`src/rtl/if_stage_pkg.sv`:
```
// Shared definitions for the LoongArch instruction-fetch stage: bus widths,
// reset fetch address and the fetch FSM state encoding.
package if_stage_pkg;

    localparam int BR_BUS_LEN    = 33;
    localparam int IFREG_BUS_LEN = 64;

    localparam logic [31:0] DEFAULT_RESET_PC = 32'h1c00_0000;

    typedef enum logic [1:0] {
        REQ  = 2'd0,
        WAIT = 2'd1,
        HOLD = 2'd2
    } if_state_t;

endpackage

```
`src/rtl/if_stage.sv`:
```
// Instruction-fetch stage: issues one outstanding SRAM-like fetch at a time,
// hands {inst, pc} to decode and redirects on taken branches.
module if_stage
    import if_stage_pkg::*;
#(
    parameter logic [31:0] RESET_PC = DEFAULT_RESET_PC
) (
    input  logic                     clk,
    input  logic                     resetn,
    input  logic                     ID_allow_in,
    input  logic [BR_BUS_LEN-1:0]    BR_BUS,
    output logic                     IF_ready_go,
    output logic                     IFreg_valid,
    output logic [IFREG_BUS_LEN-1:0] IFreg_bus,
    output logic                     inst_sram_req,
    output logic                     inst_sram_wr,
    output logic [1:0]               inst_sram_size,
    output logic [3:0]               inst_sram_wstrb,
    output logic [31:0]              inst_sram_addr,
    output logic [31:0]              inst_sram_wdata,
    input  logic                     inst_sram_addr_ok,
    input  logic [31:0]              inst_sram_rdata,
    input  logic                     inst_sram_data_ok
);

    if_state_t   state, state_n;
    logic [31:0] fetch_pc, fetch_pc_n;
    logic [31:0] inst_buf, inst_buf_n;
    logic [31:0] pc_buf, pc_buf_n;
    logic        cancel, cancel_n;
    logic        req_c;

    logic [31:0] br_target;
    logic        br_taken;
    logic        redirect;

    assign {br_target, br_taken} = BR_BUS;
    // A taken branch only counts once decode actually lets it go.
    assign redirect = br_taken & ID_allow_in;

    always_ff @(posedge clk or negedge resetn) begin
        if (!resetn) begin
            state    <= REQ;
            fetch_pc <= RESET_PC;
            inst_buf <= 32'd0;
            pc_buf   <= 32'd0;
            cancel   <= 1'b0;
        end else begin
            state    <= state_n;
            fetch_pc <= fetch_pc_n;
            inst_buf <= inst_buf_n;
            pc_buf   <= pc_buf_n;
            cancel   <= cancel_n;
        end
    end

    always_comb begin
        state_n     = state;
        fetch_pc_n  = fetch_pc;
        inst_buf_n  = inst_buf;
        pc_buf_n    = pc_buf;
        cancel_n    = cancel;
        req_c       = 1'b0;
        IF_ready_go = 1'b0;
        IFreg_valid = 1'b0;
        case (state)
            REQ: begin
                req_c = 1'b1;
                if (redirect)
                    fetch_pc_n = br_target;
                // An accepted old address must have its response dropped.
                if (inst_sram_addr_ok) begin
                    state_n  = WAIT;
                    cancel_n = redirect;
                end
            end
            WAIT: begin
                if (redirect)
                    fetch_pc_n = br_target;
                if (inst_sram_data_ok) begin
                    if (cancel) begin
                        cancel_n = 1'b0;
                        state_n  = REQ;
                    end else if (redirect) begin
                        state_n = REQ;
                    end else begin
                        inst_buf_n = inst_sram_rdata;
                        pc_buf_n   = fetch_pc;
                        state_n    = HOLD;
                    end
                end else if (redirect) begin
                    cancel_n = 1'b1;
                end
            end
            HOLD: begin
                IF_ready_go = 1'b1;
                IFreg_valid = ~redirect;
                if (redirect) begin
                    fetch_pc_n = br_target;
                    state_n    = REQ;
                end else if (ID_allow_in) begin
                    fetch_pc_n = fetch_pc + 32'd4;
                    state_n    = REQ;
                end
            end
            default: state_n = REQ;
        endcase
    end

    // The bus is registered so it keeps the last handed-off value in REQ/WAIT.
    assign IFreg_bus       = {inst_buf, pc_buf};
    assign inst_sram_req   = req_c & resetn;
    assign inst_sram_addr  = fetch_pc;
    assign inst_sram_wr    = 1'b0;
    assign inst_sram_size  = 2'b10;
    assign inst_sram_wstrb = 4'b0000;
    assign inst_sram_wdata = 32'd0;

    a_data_ok_only_in_wait: assert property (
        @(posedge clk) disable iff (!resetn) inst_sram_data_ok |-> state == WAIT
    );

endmodule

```
`config.mk`:
```
export PLATFORM = sky130hd
export DESIGN_NAME = if_stage
export DESIGN_NICKNAME = d
export VERILOG_FILES = /design/src/rtl/if_stage_pkg.sv /design/src/rtl/if_stage.sv
export SDC_FILE = /design/constraint.sdc
export NUM_CORES = 1
export LEC_CHECK = 0
export BUFFER_PORTS_ARGS = -buffer_cell sky130_fd_sc_hd__buf_2
export CAP_MARGIN = 20
export CORE_ASPECT_RATIO = 0.8
export CORE_MARGIN = 3
export CORE_UTILIZATION = 43
export DETAILED_ROUTE_END_ITERATION = 16
export MAX_ROUTING_LAYER = met4
export PLACE_DENSITY_LB_ADDON = 0.1
export SLEW_MARGIN = 20
export SYNTH_ARGS = -nofsm -noshare
export SYNTH_HDL_FRONTEND = slang
export SYNTH_SLANG_ARGS = --single-unit
```
`constraint.sdc`:
```
create_clock -name clk -period 1.8 [get_ports clk]
set_input_delay 0.09 -clock clk [delete_from_list [all_inputs] [get_ports clk]]
set_output_delay 0.09 -clock clk [all_outputs]
set_load 0.1 [all_outputs]
```
==> Word level (Yosys, flattened, before mapping) <==
Index checks and enable logic that the tools add are counted.
{ "classes": {"bitwise_logic": 4, "n_eq_ne": 7, "n_reduce_logical": 8, "add_sub_neg": 1, "muxes": 18} }
{ "ops": {"columns": ["op", "count"], "rows": [
  ["32-bit two-way mux", 3],
  ["32-bit one-hot mux with 2 select lines", 1],
  ["32-bit by 3-bit adder with 32-bit output, second input constant", 1],
  ["2-bit two-way mux", 6],
  ["3-bit AND reduction", 3],
  ["1-bit two-way mux", 6],
  ["3-bit != test, second input constant", 2],
  ["2-bit one-hot mux with 3 select lines", 1],
  ["2-bit != test, second input constant", 2],
  ["4-bit AND reduction", 1],
  ["2-bit nonzero test", 2],
  ["1-bit bitwise AND", 2],
  ["2-bit by 1-bit equality test with 1-bit output, second input constant", 1],
  ["2-bit equality test, second input constant", 1],
  ["2-bit zero test", 1],
  ["2-bit by 1-bit != test with 1-bit output, second input constant", 1],
  ["1-bit NOT", 2],
  ["1-bit one-hot mux with 2 select lines", 1],
  ["2-bit OR reduction", 1]
]} }
{ "word_totals": {"in_bits": 70, "elab_cells": 43, "reg_bits": 99} }

==> Longest topological paths before layout <==
{ "logic_depth": {"word_depth": 5, "mapped_depth": 9} }

==> Worst setup path after synthesis <==
No wires, ideal clock.
{ "synth_path": {"path_type": "reg2reg", "from": "register state[0]", "to": "register fetch_pc[12] (netlist: inst_sram_addr[12])", "n_path_buf": 1, "t_required_ns": 1.721, "t_arrival_ns": 3.049, "period_less_slack_ns": 3.128, "setup_slack_ns": -1.328, "path_stages_with_launch": 8, "cell_sequence": "dfrtp_1 > nand2b_1 > inv_1 > nand2_1 > inv_2 > clkbuf_1 > o32ai_1 > a21oi_1"} }
{ "synth_via": {"elab_chain_cells": 4} }
{ "synth_rtl": {"columns": ["item", "line_no", "source"], "rows": [
  ["start, declared", "if_stage.sv:26", "if_state_t state, state_n;"],
  ["start signal, assigned", "if_stage.sv:49", "state <= state_n;"],
  ["2-bit by 1-bit equality test with 1-bit output or 2-bit zero test (tied branches)", "if_stage.sv:66", "case (state)"],
  ["2-bit OR reduction (no source line)", null, null],
  ["2-bit by 1-bit != test with 1-bit output (no source line) or 2-bit nonzero test (tied branches)", null, null],
  ["3-bit AND reduction (no source line)", null, null],
  ["end signal, assigned", "if_stage.sv:50", "fetch_pc <= fetch_pc_n;"],
  ["end, declared", "if_stage.sv:27", "logic [31:0] fetch_pc, fetch_pc_n;"]
]} }
Several ways; a longest one is shown, not always the timed one.
A chain may end at the register's enable or synchronous reset.

==> Worst setup path in the final report <==
{ "layout_path": {"from": "register fetch_pc[10] (netlist: inst_sram_addr[10])", "to": "register fetch_pc[18] (netlist: inst_sram_addr[18])"} }
{ "layout_via": {"elab_chain_cells": 4} }
{ "layout_rtl": {"columns": ["item", "line_no", "source"], "rows": [
  ["32-bit by 3-bit adder with 32-bit output", "if_stage.sv:102", "fetch_pc_n = fetch_pc + 32'd4;"],
  ["32-bit two-way mux", "if_stage.sv:101", "end else if (ID_allow_in) begin"],
  ["32-bit two-way mux", "if_stage.sv:98", "if (redirect) begin"],
  ["32-bit one-hot mux with 2 select lines", "if_stage.sv:66", null]
]} }
No other way between the ends. The select of a mux whose other input is x is not followed.

==> flow_metrics.py <==
metrics = {
    "yosys": {
        "ys_warn_count": 0,
        "synth_ff_type": "dfrtp_1",
        "synth_seq_area_share_pct": 50.6,
        "synth_cells": 447,
        "synth_cell_type_count": 56,
        "postSynth.asyncResetShare_pct": 100,
        "synth_area_mm2": 0.00490,
        "ys_seq_elements": 99,
        "synth_edf_count": 0,
        "syn_area_per_cell_um2": 11.0,
    },
    "worst_setup_path": {
        "worstReg2RegEnd": "inst_sram_addr[18]",
        "reg2reg_slack_ps": 10,
        "r2r_start": "inst_sram_addr[10]",
        "critPathArrivalTime_ps": 2040,
        "start_kind": "flop",
        "critPathKind": "flop to flop",
        "ff2ff_path_depth": 5,
        "required_ps": 2050,
        "cp-end-kind": "flop",
        "worstPathMaxFanout": 4,
    },
    "timing": {
        "skew_ps": 3.13,
        "slew_headroom_pct": 64.8,
        "hold_viol": 0,
        "fin_crit_ps": 1790,
        "setup_violations": 0,
        "drv_slew": 0,
        "fin_worst_hold_slack_ps": 8.03,
        "period_share_pct": 99.3,
        "rsz0062_at_grt": "true",
        "worst_pin_slew_ps": 528,
        "max_freq_ghz": 0.560,
    },
    "job": {
        "cap_violations": 0,
    },
    "final_layout": {
        "nets": 765,
        "final_common_cell": "buf_2",
        "fillCellCount": 893,
        "final_cell_mix": "165 x buf_2, 71 x dfrtp_1, 64 x mux2_2",
        "drive_gt1_share_pct": 53.1,
        "synthToLayoutAreaGrowth_pct": 46.0,
    },
    "min_path": {
        "min_to": "inst_sram_addr[9]",
        "whs_path_depth": 3,
        "hp-start": "BR_BUS[10]",
        "worstHoldPathType": "input port to flop",
    },
    "outcome": {
        "status": "finished clean",
    },
    "die": {
        "boundaryPins": 208,
        "coreArea_mm2": 0.0110,
        "num_rows": 34,
        "dieArea_mm2": 0.0127,
        "dieWidth_um": 125,
        "fp.dieH_um": 101,
        "start_util_pct": 44.5,
    },
    "route": {
        "num_vias": 4365,
        "wl_um": 14200,
        "drtPass1Iterations": 5,
        "drc": 0,
        "routed_via_density": 5.17,
        "wl_per_cell_um": 16.9,
        "drt_iter0_drc": 319,
        "ant_nets": 0,
    },
    "clock_tree": {
        "root_buffer": "clkbuf_16",
        "cts.sinks": 99,
        "clk_latency_ps": 340,
        "cts_max_path_buffers": 2,
        "h-tree-depth": 3,
        "numCtsBuffers": 9,
        "cts_tree": "built",
        "path_clk_slew_ps": 60,
    },
    "placement": {
        "dpl.hpwl_um": 9770,
        "portBuffers": 168,
        "place_congestion": 0.873,
    },
    "global_routing": {
        "grt_antenna_before_repair": 1,
        "overflow": 0,
        "grt_max_degree": 100,
        "groute.usage.overall_pct": 21.6,
        "grt_pass1_vias": 4093,
        "grt_pass1_wl_um": 21200,
    },
}
-- repair_timing --
item | 4_1_cts | 5_1_grt
gates resized for setup | 2 | 24
pin swaps | 1 | 7
cloned | 0 | 2
buffers inserted | 2 | 14
hold endpoints to repair | 134 | 0
setup endpoints to repair | 2 | 80
hold buffers | 39 | 0
-- logic make-up after synthesis --
| group | Yosys count | share of synthesized area [%] |
|---|---|---|
| and+or+nand+nor | 127 | 14.3 |
| DFF | 99 | 50.6 |
| AOI/OAI and AO/OA | 84 | 11.0 |
| buffers and inverters | 69 | 8.73 |
| muxes | 65 | 14.9 |
| other | 2 | 0.153 |
| adders and majority gates | 1 | 0.255 |
-- Yosys cell counts (4+ instances only) --
library cell / count / area [um^2]
and3_1: 6 / 37.5
o21a_1: 5 / 37.5
dfrtp_1: 96 / 2400
nand2_1: 40 / 150
nand4_1: 7 / 43.8
nor2_1: 22 / 82.6
nor3_1: 9 / 45.0
buf_4: 39 / 293
inv_1: 6 / 22.5
o22ai_1: 9 / 56.3
nand3_1: 18 / 90.1
a2bb2oi_1: 4 / 35.0
mux2_2: 64 / 721
a21oi_1: 23 / 115
buf_2: 12 / 60.1
a31oi_1: 6 / 37.5
clkbuf_1: 8 / 30.0
o21ai_0: 13 / 65.1
-- flip-flops by register name, summed over array words and instances (netlist names) --
signal and flops:
inst_buf 32, inst_sram_addr 32, pc_buf 32, state 2
cancel 1
-- per-stage QoR --
step	util (%)	TNS (ps)	setup slack (ps)	cells	area, um^2
5_1_grt	64.9	-1430	-67.3	844	7150
3_5_place_dp	56.2	0	6.75	770	6190
6_report	64.9	0	12.7	844	7150
3_3_place_gp	56.2	0	58.4	770	6190
2_1_floorplan	-	-2760	-177	484	5300
4_1_cts	62.5	0	2.36	827	6890
-- worst max path at each step --
stage | startpoint | to | slack [ps] | cells after the start
2_1_floorplan | state[0] | inst_sram_addr[31] | -180 | 8
3_3_place_gp | inst_sram_addr[10] | inst_sram_addr[18] | 60 | 5
3_5_place_dp | inst_sram_addr[3] | inst_sram_addr[18] | 7 | 6
4_1_cts | state[0] | IFreg_valid | 2 | 6
5_1_grt | inst_sram_addr[6] | inst_sram_addr[18] | -70 | 5
6_report | inst_sram_addr[10] | inst_sram_addr[18] | 10 | 5
-- layout make-up --
cell class | instances | area [um^2] | area share, %
flip-flops and latches | 99 | 2570 | 35.9
multi-input cells | 316 | 2310 | 32.3
repair buffers | 259 | 1750 | 24.5
clock buffers | 13 | 270 | 3.78
well taps | 144 | 180 | 2.52
inverters | 8 | 46.3 | 0.647
clock inverters | 3 | 21.3 | 0.297
repair inverters | 1 | 8.76 | 0.122
diodes | 1 | 2.50 | 0.0350
-- metal layers --
metal  wire, um  global-route usage (%)  part of all wire [%]  up-vias
met3        959                    4.38                   6.7       16
met2       6820                    33.3                    48      200
met1       6280                    29.5                    44     2128
met5          0                       -                     0        -
li1           -                       -                     -     2021
met4        174                    5.58                   1.2        0
-- critical path, cell delays in order (launching register included) --
cell	delay [ps]
dfrtp_4	400
nand4_1	170
nor4_4	360
or3b_4	440
a21oi_1	140
a2bb2oi_1	190
Power is not shown: default switching activity piles up to over one toggle a cycle in this logic, so the estimate is an artifact.
